$ cat src/rtl/mtr_drv.sv
// Dual-channel H-bridge PWM driver with per-channel dead-time insertion.
// An 11-bit free-running counter sets a 2048-clock PWM period. Speed
// commands are sampled once per period and compared against the counter.
// A non-overlap FSM then guarantees 32 clocks with both sides off around
// every switch.
// Optional feature macro: MTR_SLEW_EN. When it is defined, each per-period
// latch moves the sampled speed by at most 64 counts.

module mtr_drv_chan (
  input  logic clk,
  input  logic rst_n,
  input  logic raw,
  output logic pwm1,
  output logic pwm2
);

  typedef enum logic [1:0] {DEAD, DRV_HI, DRV_LO} drv_state_e;

  drv_state_e state, state_nxt;
  logic       target, target_nxt;
  logic [4:0] timer, timer_nxt;

  // Next-state logic: any disagreement with raw restarts the dead interval.
  // NOTE: every output of this block gets a default first so no path leaves
  // a variable unassigned, which would otherwise infer a latch.
  always_comb begin
    state_nxt  = state;
    target_nxt = target;
    timer_nxt  = timer;
    unique case (state)
      DRV_HI: if (!raw) begin
        state_nxt  = DEAD;
        target_nxt = 1'b0;
        timer_nxt  = '0;
      end
      DRV_LO: if (raw) begin
        state_nxt  = DEAD;
        target_nxt = 1'b1;
        timer_nxt  = '0;
      end
      DEAD: begin
        if (raw != target) begin
          target_nxt = raw;
          timer_nxt  = '0;
        end else if (timer == 5'd31) begin
          state_nxt = target ? DRV_HI : DRV_LO;
        end else begin
          timer_nxt = timer + 5'd1;
        end
      end
      default: begin
        state_nxt  = DEAD;
        target_nxt = raw;
        timer_nxt  = '0;
      end
    endcase
  end

  // State register; the drive outputs are registered decodes of next state.
  // NOTE: non-blocking assignments keep every flop sampling pre-edge values.
  always_ff @(posedge clk or negedge rst_n) begin
    if (!rst_n) begin
      state  <= DEAD;
      target <= 1'b1;
      timer  <= '0;
      pwm1   <= 1'b0;
      pwm2   <= 1'b0;
    end else begin
      state  <= state_nxt;
      target <= target_nxt;
      timer  <= timer_nxt;
      pwm1   <= (state_nxt == DRV_HI);
      pwm2   <= (state_nxt == DRV_LO);
    end
  end

endmodule

module mtr_drv (
  input  logic               clk,
  input  logic               rst_n,
  input  logic signed [10:0] lft_spd,
  input  logic signed [10:0] rght_spd,
  output logic               lftPWM1,
  output logic               lftPWM2,
  output logic               rghtPWM1,
  output logic               rghtPWM2,
  output logic               prd_strt
);

  logic [10:0]        cnt, cnt_nxt;
  logic               wrap;
  logic signed [10:0] lft_q, rght_q, lft_nxt, rght_nxt;
  logic [10:0]        lft_duty, rght_duty;
  logic               lft_raw, rght_raw;

`ifdef MTR_SLEW_EN
  // Step cur toward tgt by at most 64; 12-bit math so the difference never wraps.
  function automatic logic signed [10:0] slew_step(input logic signed [10:0] cur,
                                                   input logic signed [10:0] tgt);
    logic signed [11:0] cur_w, diff;
    cur_w = {cur[10], cur};
    diff  = {tgt[10], tgt} - cur_w;
    if (diff > 12'sd64)       slew_step = 11'(cur_w + 12'sd64);
    else if (diff < -12'sd64) slew_step = 11'(cur_w - 12'sd64);
    else                      slew_step = tgt;
  endfunction
`endif

  assign wrap    = (cnt == 11'd2047);
  assign cnt_nxt = cnt + 11'd1;

  // Speeds only change on the wrap edge so a period never sees a mid-cycle step.
  always_comb begin
`ifdef MTR_SLEW_EN
    lft_nxt  = wrap ? slew_step(lft_q, lft_spd)   : lft_q;
    rght_nxt = wrap ? slew_step(rght_q, rght_spd) : rght_q;
`else
    lft_nxt  = wrap ? lft_spd  : lft_q;
    rght_nxt = wrap ? rght_spd : rght_q;
`endif
  end

  // Offset-binary duty; raw is evaluated on the upcoming counter and duty so
  // that the registered drive outputs line up with the counter value they
  // belong to.
  always_comb begin
    lft_duty  = {~lft_nxt[10], lft_nxt[9:0]};
    rght_duty = {~rght_nxt[10], rght_nxt[9:0]};
    lft_raw   = (cnt_nxt < lft_duty);
    rght_raw  = (cnt_nxt < rght_duty);
  end

  // Period counter, latched speeds and period-start pulse.
  always_ff @(posedge clk or negedge rst_n) begin
    if (!rst_n) begin
      cnt      <= '0;
      lft_q    <= '0;
      rght_q   <= '0;
      prd_strt <= 1'b0;
    end else begin
      cnt      <= cnt_nxt;
      lft_q    <= lft_nxt;
      rght_q   <= rght_nxt;
      prd_strt <= wrap;
    end
  end

  mtr_drv_chan u_lft (
    .clk   (clk),
    .rst_n (rst_n),
    .raw   (lft_raw),
    .pwm1  (lftPWM1),
    .pwm2  (lftPWM2)
  );

  mtr_drv_chan u_rght (
    .clk   (clk),
    .rst_n (rst_n),
    .raw   (rght_raw),
    .pwm1  (rghtPWM1),
    .pwm2  (rghtPWM2)
  );

endmodule

$ cat config.mk
export PLATFORM = sky130hd
export DESIGN_NAME = mtr_drv
export DESIGN_NICKNAME = d
export VERILOG_FILES = /design/src/rtl/mtr_drv.sv
export SDC_FILE = /design/constraint.sdc
export NUM_CORES = 1
export LEC_CHECK = 0
export CAP_MARGIN = 20
export CORE_MARGIN = 8
export CORE_UTILIZATION = 45
export DETAILED_ROUTE_END_ITERATION = 6
export DONT_BUFFER_PORTS = 1
export PLACE_DENSITY = 0.68
export SYNTH_ARGS = -nofsm -noshare
export SYNTH_HDL_FRONTEND = slang
export SYNTH_HIERARCHICAL = 1
export SYNTH_SLANG_ARGS = --single-unit
$ cat constraint.sdc
create_clock -name clk -period 5.2 [get_ports clk]
set_clock_uncertainty 0.05 [all_clocks]
set_input_delay 0.52 -clock clk [delete_from_list [all_inputs] [get_ports clk]]
set_output_delay 0.52 -clock clk [all_outputs]
set_load 0.02 [all_outputs]
# Word level (Yosys, flattened, before mapping)
# Cells that the tools add are included.
[classes] addsub=3 multipliers=0 div=0 order_cmp=2 eq_ne=21 shifts=0 n_mux=32 bitwise_logic=2 n_reduce_logical=6
[ops] operator="2-to-1 mux 5 bit" n=8
[ops] operator="one-hot mux 5 bit (3 select lines)" n=2
[ops] operator="less-than comparator 11 bit" n=2
[ops] operator="2-to-1 mux 11 bit" n=2
[ops] operator="2-to-1 mux 2 bit" n=10
[ops] operator="one-hot mux 2 bit (3 select lines)" n=2
[ops] operator="AND reduction 3 bit" n=4
[ops] operator="adder 11 x 1 -> 11 bit, second input constant" n=1
[ops] operator="== test 11 bit, second input constant" n=1
[ops] operator="adder 5 x 1 -> 5 bit, second input constant" n=2
[ops] operator="== test 5 bit, second input constant" n=2
[ops] operator="== test 2 x 1 -> 1 bit, second input constant" n=4
[ops] operator="== test 2 bit, second input constant" n=4
[ops] operator="!= test 2 x 1 -> 1 bit, second input constant" n=4
[ops] operator="2-to-1 mux 1 bit" n=6
[ops] operator="!= test 3 x 2 -> 1 bit, second input constant" n=2
[ops] operator="one-hot mux 1 bit (3 select lines)" n=2
[ops] operator="zero test 2 bit" n=2
[ops] operator="!= test 2 bit, second input constant" n=2
[ops] operator="!= test 1 bit" n=2
[ops] operator="inverter 1 bit" n=2
[word_totals] regBits=54 latchBits=0 mem_bits_rw=0 romBits=0 in_bits=24 mem_count=0

# Logic depth before layout (Yosys ltp)
# Gate-level depths: netlist (run 1).
[depth] depth_word=8 mapped_depth=17 mapped_depth_nobuf=14

# Modules after synthesis
# Netlist (run 1), hierarchy kept.
[by_module_without_submodules] mod="mtr_drv" n_inst=1 cells_per_inst=168 area_each_um2=1890.6
[by_module_without_submodules] mod="mtr_drv_chan" n_inst=2 cells_per_inst=63 area_each_um2=610.6

# Worst setup path before layout (run 1)
# OpenSTA, ideal clock, no wires.
[synth_path] path_kind="reg-to-reg" from="reg cnt[0]" to="reg u_lft.pwm2" setup_time_ns=0.067 t_arrival_ns=3.808 required_ns=5.083 path_slack_ns=1.275 path_stages_with_launch=16 path_buffers=3 cell_sequence="dfrtp_1 > ha_1 > nand4_2 > or4_4 > buf_6 > buf_12 > mux2i_2 > ha_1 > a211oi_1 > nor2_1 > or3_1 > a211oi_1 > buf_6 > mux2_2 > a32oi_1 > and3b_1"
[synth_between] elab_chain_cells=8
[synth_rtl] item="start, declared" line="91" source="logic [10:0] cnt, cnt_nxt;"
[synth_rtl] item="start signal, assigned" line="142" source="cnt <= cnt_nxt;"
[synth_rtl] item="parallel branches: the longest is 3 deep, another holds adder 11 x 1 -> 11 bit"
[synth_rtl] item="less-than comparator 11 bit (*)" line="130" source="lft_raw = (cnt_nxt < lft_duty);"
[synth_rtl] item="via lft_raw" line="95" source="logic lft_raw, rght_raw;"
[synth_rtl] item="!= test 1 bit" line="42" source="if (raw != target) begin"
[synth_rtl] item="2-to-1 mux 2 bit" line="42"
[synth_rtl] item="one-hot mux 2 bit (3 select lines) (*)" line="30" source="unique case (state)"
[synth_rtl] item="== test 2 bit (*)" line="73" source="pwm2 <= (state_nxt == DRV_LO);"
[synth_rtl] item="end signal, assigned" line="73"
[synth_rtl] item="end, declared" line="14" source="output logic pwm2"
# Mark *: on every way through the listed nets, which the timed path passes.
# A chain may end at the register's enable or synchronous reset.

# Worst setup path in the final report (run 1)
[layout_path] from="reg cnt[0]" to="reg u_rght.pwm2"
[layout_between] elab_chain_cells=8
[layout_rtl] item="parallel branches: the longest is 3 deep, another holds adder 11 x 1 -> 11 bit"
[layout_rtl] item="less-than comparator 11 bit (*)" line="131" source="rght_raw = (cnt_nxt < rght_duty);"
[layout_rtl] item="via rght_raw" line="95"
[layout_rtl] item="!= test 1 bit" line="42"
[layout_rtl] item="2-to-1 mux 2 bit" line="42"
[layout_rtl] item="one-hot mux 2 bit (3 select lines) (*)" line="30"
[layout_rtl] item="== test 2 bit (*)" line="73"
[layout_rtl] item="end signal, assigned" line="73"
[layout_rtl] item="end, declared" line="14"
# Marked as above.

==> results.txt, run 1 <==
First-pass GRT wire length = 9690 um
Tmin final = 4.35 ns
Die H = 99.2 um
Initial antenna violation count = 0
# IOs = 29
Final net count = 357
Period utilization = 83.7%
Final setup vio count = 0
Placed cells = 372
Clock Latency Late Sink = 0.31 ns
Mapped Area = 3110 sq um
Syn Inst Count = 294
Setup CP Type = register to register
Syn_area_per_cell = 10.6 sq um
Initial Util = 46.1%
Area grow syn2layout = 5.55%
Hold Vio Cnt, Final = 0
Critical Path Start Type = register
Final Non-Filler Cells = 381
Arrival time worst endpoint = 4.55 ns
Maxcap violations = 0
Fillers = 618
Num CTS Buffers = 5
Fmax = 0.230 GHz
Seq. cell area = 1350 sq um
Clock transition at path regs = 0.10 ns
First DRT Iteration DRCs = 92
Fraction of layout cells with a size suffix above 1 = 18.3%
Die area = 9830 sq um
Total congestion overflow = 0
Syn nets = 351
Synth top area share = 41.8%
Fin. max-slew vios = 0
Routed vias/inst = 5.40
Hold crit path type = primary input to asynchronous set/reset pin
Largest net degree at the start of global routing = 55
Power Dens Cells = 269 nW/um^2
Pleak = 1.59 nW
Setup TNS = 0 ns
Detail Route Antenna Nets = 0
Relative slew slack = 68.2%
Crit. End Element = register
CTS tree = done
Vias in the first global route = 2068
Peak supply drop = 141 uV
Routed wire length = 5530 um
Drt drc = 0
Least-Margin Pin Slew = 0.476 ns
Antenna cells = 0
Max clock buf depth = 2
Chip width = 99.2 um
Max H-tree Level = 2
Status = completed
FP Rows = 30
Core area = 6760 sq um
Ys Warns = 6
PortBufs = 0
Root Buffer Master = clkbuf_8
Seq cells post-synth = 54
RSZ-0062 raised after global routing = false
Total Routing Usage GR = 12.2%
DR vias = 2057
CP Max Fanout = 24
Wire per inst = 14.5 um
Top area cells in the synthesized netlist = dfrtp_1 (42%), ha_1 (13%), mux2i_2 (7.1%)
RePlAce Congestion = 0.856
Sequential area share after synthesis = 43.5%
Synth area leader = dfrtp_1
Netlist cell types = 42
Clk sinks = 54
Detailed Routing Iterations Pass 1 = 4
Multi-input logic area = 1570 sq um
Post-DP HPWL = 4120 um
Worst endpoint required time = 5.40 ns
## cell usage after synthesis (all sizes together)
cell and instances:
xor2 4, and3b 2, o21ai 16, inv 32
mux2i 18, nor4 2, ha 33, mux2 2
o211ai 2, xnor2 7, or4 1, and3 3
nand2 30, a41oi 2, or3 8, nor3b 2
a21oi 12, o21bai 2, nand3b 2, a31oi 2
buf 5, nor3 5, and2 2, nand4 5
dfstp 2, nand3 10, nor2b 2, a21o 6
dfrtp 52, a22oi 2, and2b 2, nor2 9
a21boi 2, a32oi 2, a211oi 6
## worst max-delay path, cell delays in order (launching register included)
cell and delay [ns]:
dfrtp_1 0.48, ha_1 0.26, nand4_2 0.16, or4_4 0.80
mux2i_2 0.30, ha_1 0.28, a211oi_1 0.20, nor2_1 0.07
or3_1 0.35, a211oi_1 0.30, buf_4 0.23, mux2_2 0.36
a32oi_1 0.26, and3b_1 0.20
## routing by layer
metal / vias to the layer above / track usage, % / share of wire [%]
met4: 0 / 4.31 / 1.4
met1: 988 / 15.3 / 47
met3: 7 / 3.07 / 3.8
met2: 28 / 20.0 / 48
li1: 1034 / - / -
met5: - / 0 / 0
## worst paths after layout
kind | from | end | slack, ns | cells past startpoint
max | cnt[0] | u_rght/pwm2 | 0.85 | 13
max in group asynchronous | rst_n | u_rght/target | 4.82 | 1
max reg2reg | cnt[0] | u_rght/pwm2 | 0.85 | 13
min reg2reg | lft_q[10] | lft_q[10] | 0.43 | 2
min | rst_n | rght_q[7] | 0.009 | 1
min in group clk | rght_spd[0] | rght_q[0] | 0.28 | 2
## sequential cells by signal (all words and copies together) (netlist names)
register	count
u_lft/state	2
u_rght/timer	5
u_lft/timer	5
u_lft/pwm1	1
u_rght/pwm2	1
cnt	11
u_lft/pwm2	1
u_rght/pwm1	1
u_lft/target	1
prd_strt	1
rght_q	11
u_rght/target	1
u_rght/state	2
lft_q	11
## metrics by stage
| step | worst slack, ns | hold WS, ns | cell area (sq um) | util [%] | power, mW |
|---|---|---|---|---|---|
| after floorplan | 1.27 | 0.174 | 3110 | - | 0.611 |
| after global placement | 0.901 | 0.176 | 3170 | 46.9 | 0.634 |
| after detailed placement | 0.878 | 0.177 | 3170 | 46.9 | 0.641 |
| after CTS | 0.852 | 0.0181 | 3280 | 48.6 | 0.898 |
| after global routing | 0.528 | 0.0155 | 3280 | 48.6 | 0.942 |
| final | 0.847 | 0.00938 | 3280 | 48.6 | 0.885 |
## cells by family (layout without fill, tap and decap cells)
family / Yosys count / after routing / share of synthesized area, %
xor gates and xnor gates: 11 / 11 / 3.10
and+or+nand+nor: 85 / 85 / 14.4
AOI/OAI and AO/OA: 54 / 54 / 11.3
muxes: 20 / 20 / 8.44
adders and majority gates: 33 / 33 / 13.3
buffers and inverters: 37 / 44 / 6.07
DFF: 54 / 54 / 43.5
## cells in the final DEF, fill, tap and decap left out, types with 3 or more instances in the layout
cell type / Yosys / layout
a211oi_1: 6 / 6
a21o_1: 4 / 4
a21oi_1: 12 / 12
and3_1: 3 / 3
buf_4: 0 / 3
clkbuf_8: 0 / 6
dfrtp_1: 52 / 52
ha_1: 33 / 33
inv_1: 18 / 18
inv_2: 14 / 14
mux2i_2: 16 / 16
nand2_1: 30 / 30
nand3_1: 10 / 10
nand4_1: 4 / 4
nor2_1: 7 / 7
nor3_1: 5 / 5
o21ai_0: 16 / 16
or3_1: 8 / 8
xnor2_1: 7 / 7
xor2_1: 4 / 4
## layout make-up
| class | instances | area share, % |
|---|---|---|
| multi-input combinational | 203 | 47.8 |
| clock inverter | 1 | 0.152 |
| timing repair buffer | 4 | 1.52 |
| sequential | 54 | 41.2 |
| clock buffer | 7 | 2.63 |
| inverter | 32 | 3.66 |
| tap | 80 | 3.05 |
## power breakdown
| part | switching [mW] | internal, mW |
|---|---|---|
| sequential | 0.0347 | 0.463 |
| combinational | 0.0706 | 0.0721 |
| clock | 0.136 | 0.108 |
| total | 0.242 | 0.643 |
## timing repair
action	in CTS	in global routing
gates resized for setup	0	0
setup buffers	0	0
hold endpoints to repair	54	0
hold buffers	1	0
Power figures use the tool's default switching activity.
==> run 2, diff against run 1 <==
PLACE_DENSITY = 0.7   (was 0.68)
clock period = 3.55 ns   (was 5.2 ns; I/O delays follow)
==> run 2 against run 1 <==
The flow now finishes with violations (setup timing). Sequential power up 47%. Fmax increased by 20%. Core utilization grew 9.7 points. Via count up 9.0%. Die area did not move. Critical path depth increased by 3. First-iteration DRC count is 29% lower. Cell count grew 10%. Clock-buffer cell count stayed put. Sequential share of layout area fell by 6.8 points. Worst setup slack got worse by 0.93 ns. Design area increased by 20%. Highest routed layer unchanged.
==> results.txt, run 2 (synthesized netlist as in run 1, its figures left out) <==
Crit. End Element = register (unchanged)
Clock transition at path regs = 0.10 ns (about the same)
Peak supply drop = 161 uV (was 141 uV)
CP Max Fanout = 8 (was 24)
RSZ-0062 raised after global routing = true (was false)
Total power = 1.34 mW (was 0.885 mW)
CTS tree = done (unchanged)
Max clock buf depth = 2 (unchanged)
Maxcap violations = 0 (unchanged)
Violated checks = setup timing
Drt drc = 0 (unchanged)
CP most frequent cell = or3_1
Hold Vio Cnt, Final = 0 (unchanged)
Biggest regs = cnt x11, lft_q x11, rght_q x11 (unchanged)
Routed wire length = 6650 um (was 5530 um)
Fmax = 0.275 GHz (was 0.230 GHz)
Final setup vio count = 11 (was 0)
Relative slew slack = 62.5% (was 68.2%)
Arrival time worst endpoint = 3.83 ns (was 4.55 ns)
Min Hold Slack = 0.110 ns (was 0.00938 ns)
Final worst setup slack = -0.0876 ns (was 0.847 ns)
Commonest non-fill, non-tap cells in the layout = dfrtp_1 (51), buf_4 (34), nand2_1 (29), ha_1 (26), inv_1 (18) (was dfrtp_1 (52), ha_1 (33), nand2_1 (30), inv_1 (18))
Least-Margin Pin Slew = 0.559 ns (was 0.476 ns)
Detailed Routing Iterations Pass 1 = 4 (unchanged)
Power Dens Cells = 340 nW/um^2 (was 269 nW/um^2)
PortBufs = 0 (unchanged)
Chip width = 99.2 um (unchanged)
Fin. max-slew vios = 0 (unchanged)
Tmin final = 3.64 ns (was 4.35 ns)
Leading cell type in the layout, fill and taps excluded = dfrtp_1 (unchanged)
Status = finished, violations left (was completed)
Pleak = 1.87 nW (was 1.59 nW)
Root Buffer Master = clkbuf_8 (unchanged)
DR vias = 2243 (was 2057)
CP cell instances = ha_4, nand4_4, or4_4, buf_12, buf_4, mux2i_2, ha_1, nand2_1, or3_1, a41oi_2, a211oi_2, buf_6, nor2_4, a22oi_2, or3_1, a21oi_1 (was ha_1, nand4_2, or4_4, mux2i_2, ha_1, a211oi_1, nor2_1, or3_1, a211oi_1, buf_4, mux2_2, a32oi_1, and3b_1)
Worst endpoint required time = 3.74 ns (was 5.40 ns)
First-pass GRT wire length = 10400 um (was 9690 um)
Num CTS Buffers = 5 (unchanged)
Detail Route Antenna Nets = 0 (unchanged)
Clk sinks = 54 (unchanged)
CP max stage delay = 0.50 ns (was 0.80 ns)
Fraction of layout cells with a size suffix above 1 = 35.2% (was 18.3%)
Largest net degree at the start of global routing = 55 (unchanged)
Setup CP Type = register to register (unchanged)
Total congestion overflow = 0 (unchanged)
Period utilization = 102% (was 83.7%)
RePlAce Congestion = 0.847 (was 0.856)
Die area = 9830 sq um (unchanged)
Post-DP HPWL = 4540 um (was 4120 um)
CP max-delay cell = or4_4 (unchanged)
Area grow syn2layout = 26.7% (was 5.55%)
Worst path bufs/invs = 3 (was 1)
Hold crit path type = primary input to register (was primary input to asynchronous set/reset pin)
Total Routing Usage GR = 12.9% (was 12.2%)
Final Non-Filler Cells = 421 (was 381)
Max H-tree Level = 2 (unchanged)
Wire per inst = 15.8 um (was 14.5 um)
Crit path max-delay family = simple AND/OR/NAND/NOR gates (unchanged)
Routed vias/inst = 5.33 (was 5.40)
Critical Path Start Type = register (unchanged)
# IOs = 29 (unchanged)
Final net count = 397 (was 357)
Initial antenna violation count = 0 (unchanged)
Die H = 99.2 um (unchanged)
Vias in the first global route = 2239 (was 2068)
Clock Latency Late Sink = 0.31 ns (about the same)
Core area = 6760 sq um (unchanged)
Initial Util = 46.1% (unchanged)
FP Rows = 30 (unchanged)
Placed cells = 394 (was 372)
Antenna cells = 0 (unchanged)
First DRT Iteration DRCs = 65 (was 92)
-- run 2: changes by cell type in the layout (fill, tap and decap cells not counted), sizes merged --
cell and delta:
dlygate4sd3 +1, buf +37, clkbuf +1, a22oi +1
-- run 2: final cells by class --
type / instances / area [sq um]
flip-flops and latches: 54 / 1360
repair buffers: 43 / 403
clock buffers: 7 / 86.3
multi-input cells: 204 / 1870
inverters: 32 / 120
well taps: 80 / 100
clock inverters: 1 / 5.00
fillers: 543 / 2810
-- run 2: what timing repair did --
action,in CTS,in global routing
pin swaps,2,7
setup endpoints to repair,14,19
hold endpoints to repair,54,0
buffers inserted,3,12
gates resized for setup,6,32
cloned,0,2
hold buffers,2,0
-- run 2: final timing paths --
check | cells after the start | slack [ns] | startpoint | to
setup / recovery | 16 | -0.09 | cnt[1] | u_rght/timer[2]
hold / removal | 2 | 0.11 | lft_spd[0] | lft_q[0]
setup reg to reg | 16 | -0.09 | cnt[1] | u_rght/timer[2]
hold reg to reg | 2 | 0.43 | lft_q[0] | lft_q[0]
max in group asynchronous | 2 | 2.67 | rst_n | u_lft/target
min in group asynchronous | 2 | 0.49 | rst_n | u_rght/pwm1
-- run 2: through the flow --
step                area, sq um  utilization (%)  worst slack [ns]  setup TNS [ns]
floorplan                  3210                -           -0.0444          -0.134
global placement           3430             50.7           -0.0116         -0.0231
detailed placement         3430             50.7           -0.0890          -0.644
CTS                        3620             53.6           -0.0570          -0.246
global route               3940             58.4            -0.255           -3.24
finish                     3940             58.4           -0.0876          -0.569
-- run 2: where the power goes --
group          switching [mW]  internal (mW)  leakage, nW  total (mW)
sequential             0.0546          0.679        0.663       0.733
clock                   0.198          0.158       0.0482       0.356
combinational           0.119          0.133         1.16       0.252
total                   0.372          0.970         1.87        1.34
-- run 2: layer usage --
layer | global-route usage, % | routed length, um | vias to the layer above
met3 | 3.49 | 249 | 9
met1 | 15.5 | 2770 | 1091
met2 | 22.2 | 3540 | 24
met5 | 0 | 0 | -
li1 | - | - | 1119
met4 | 3.84 | 93 | 0
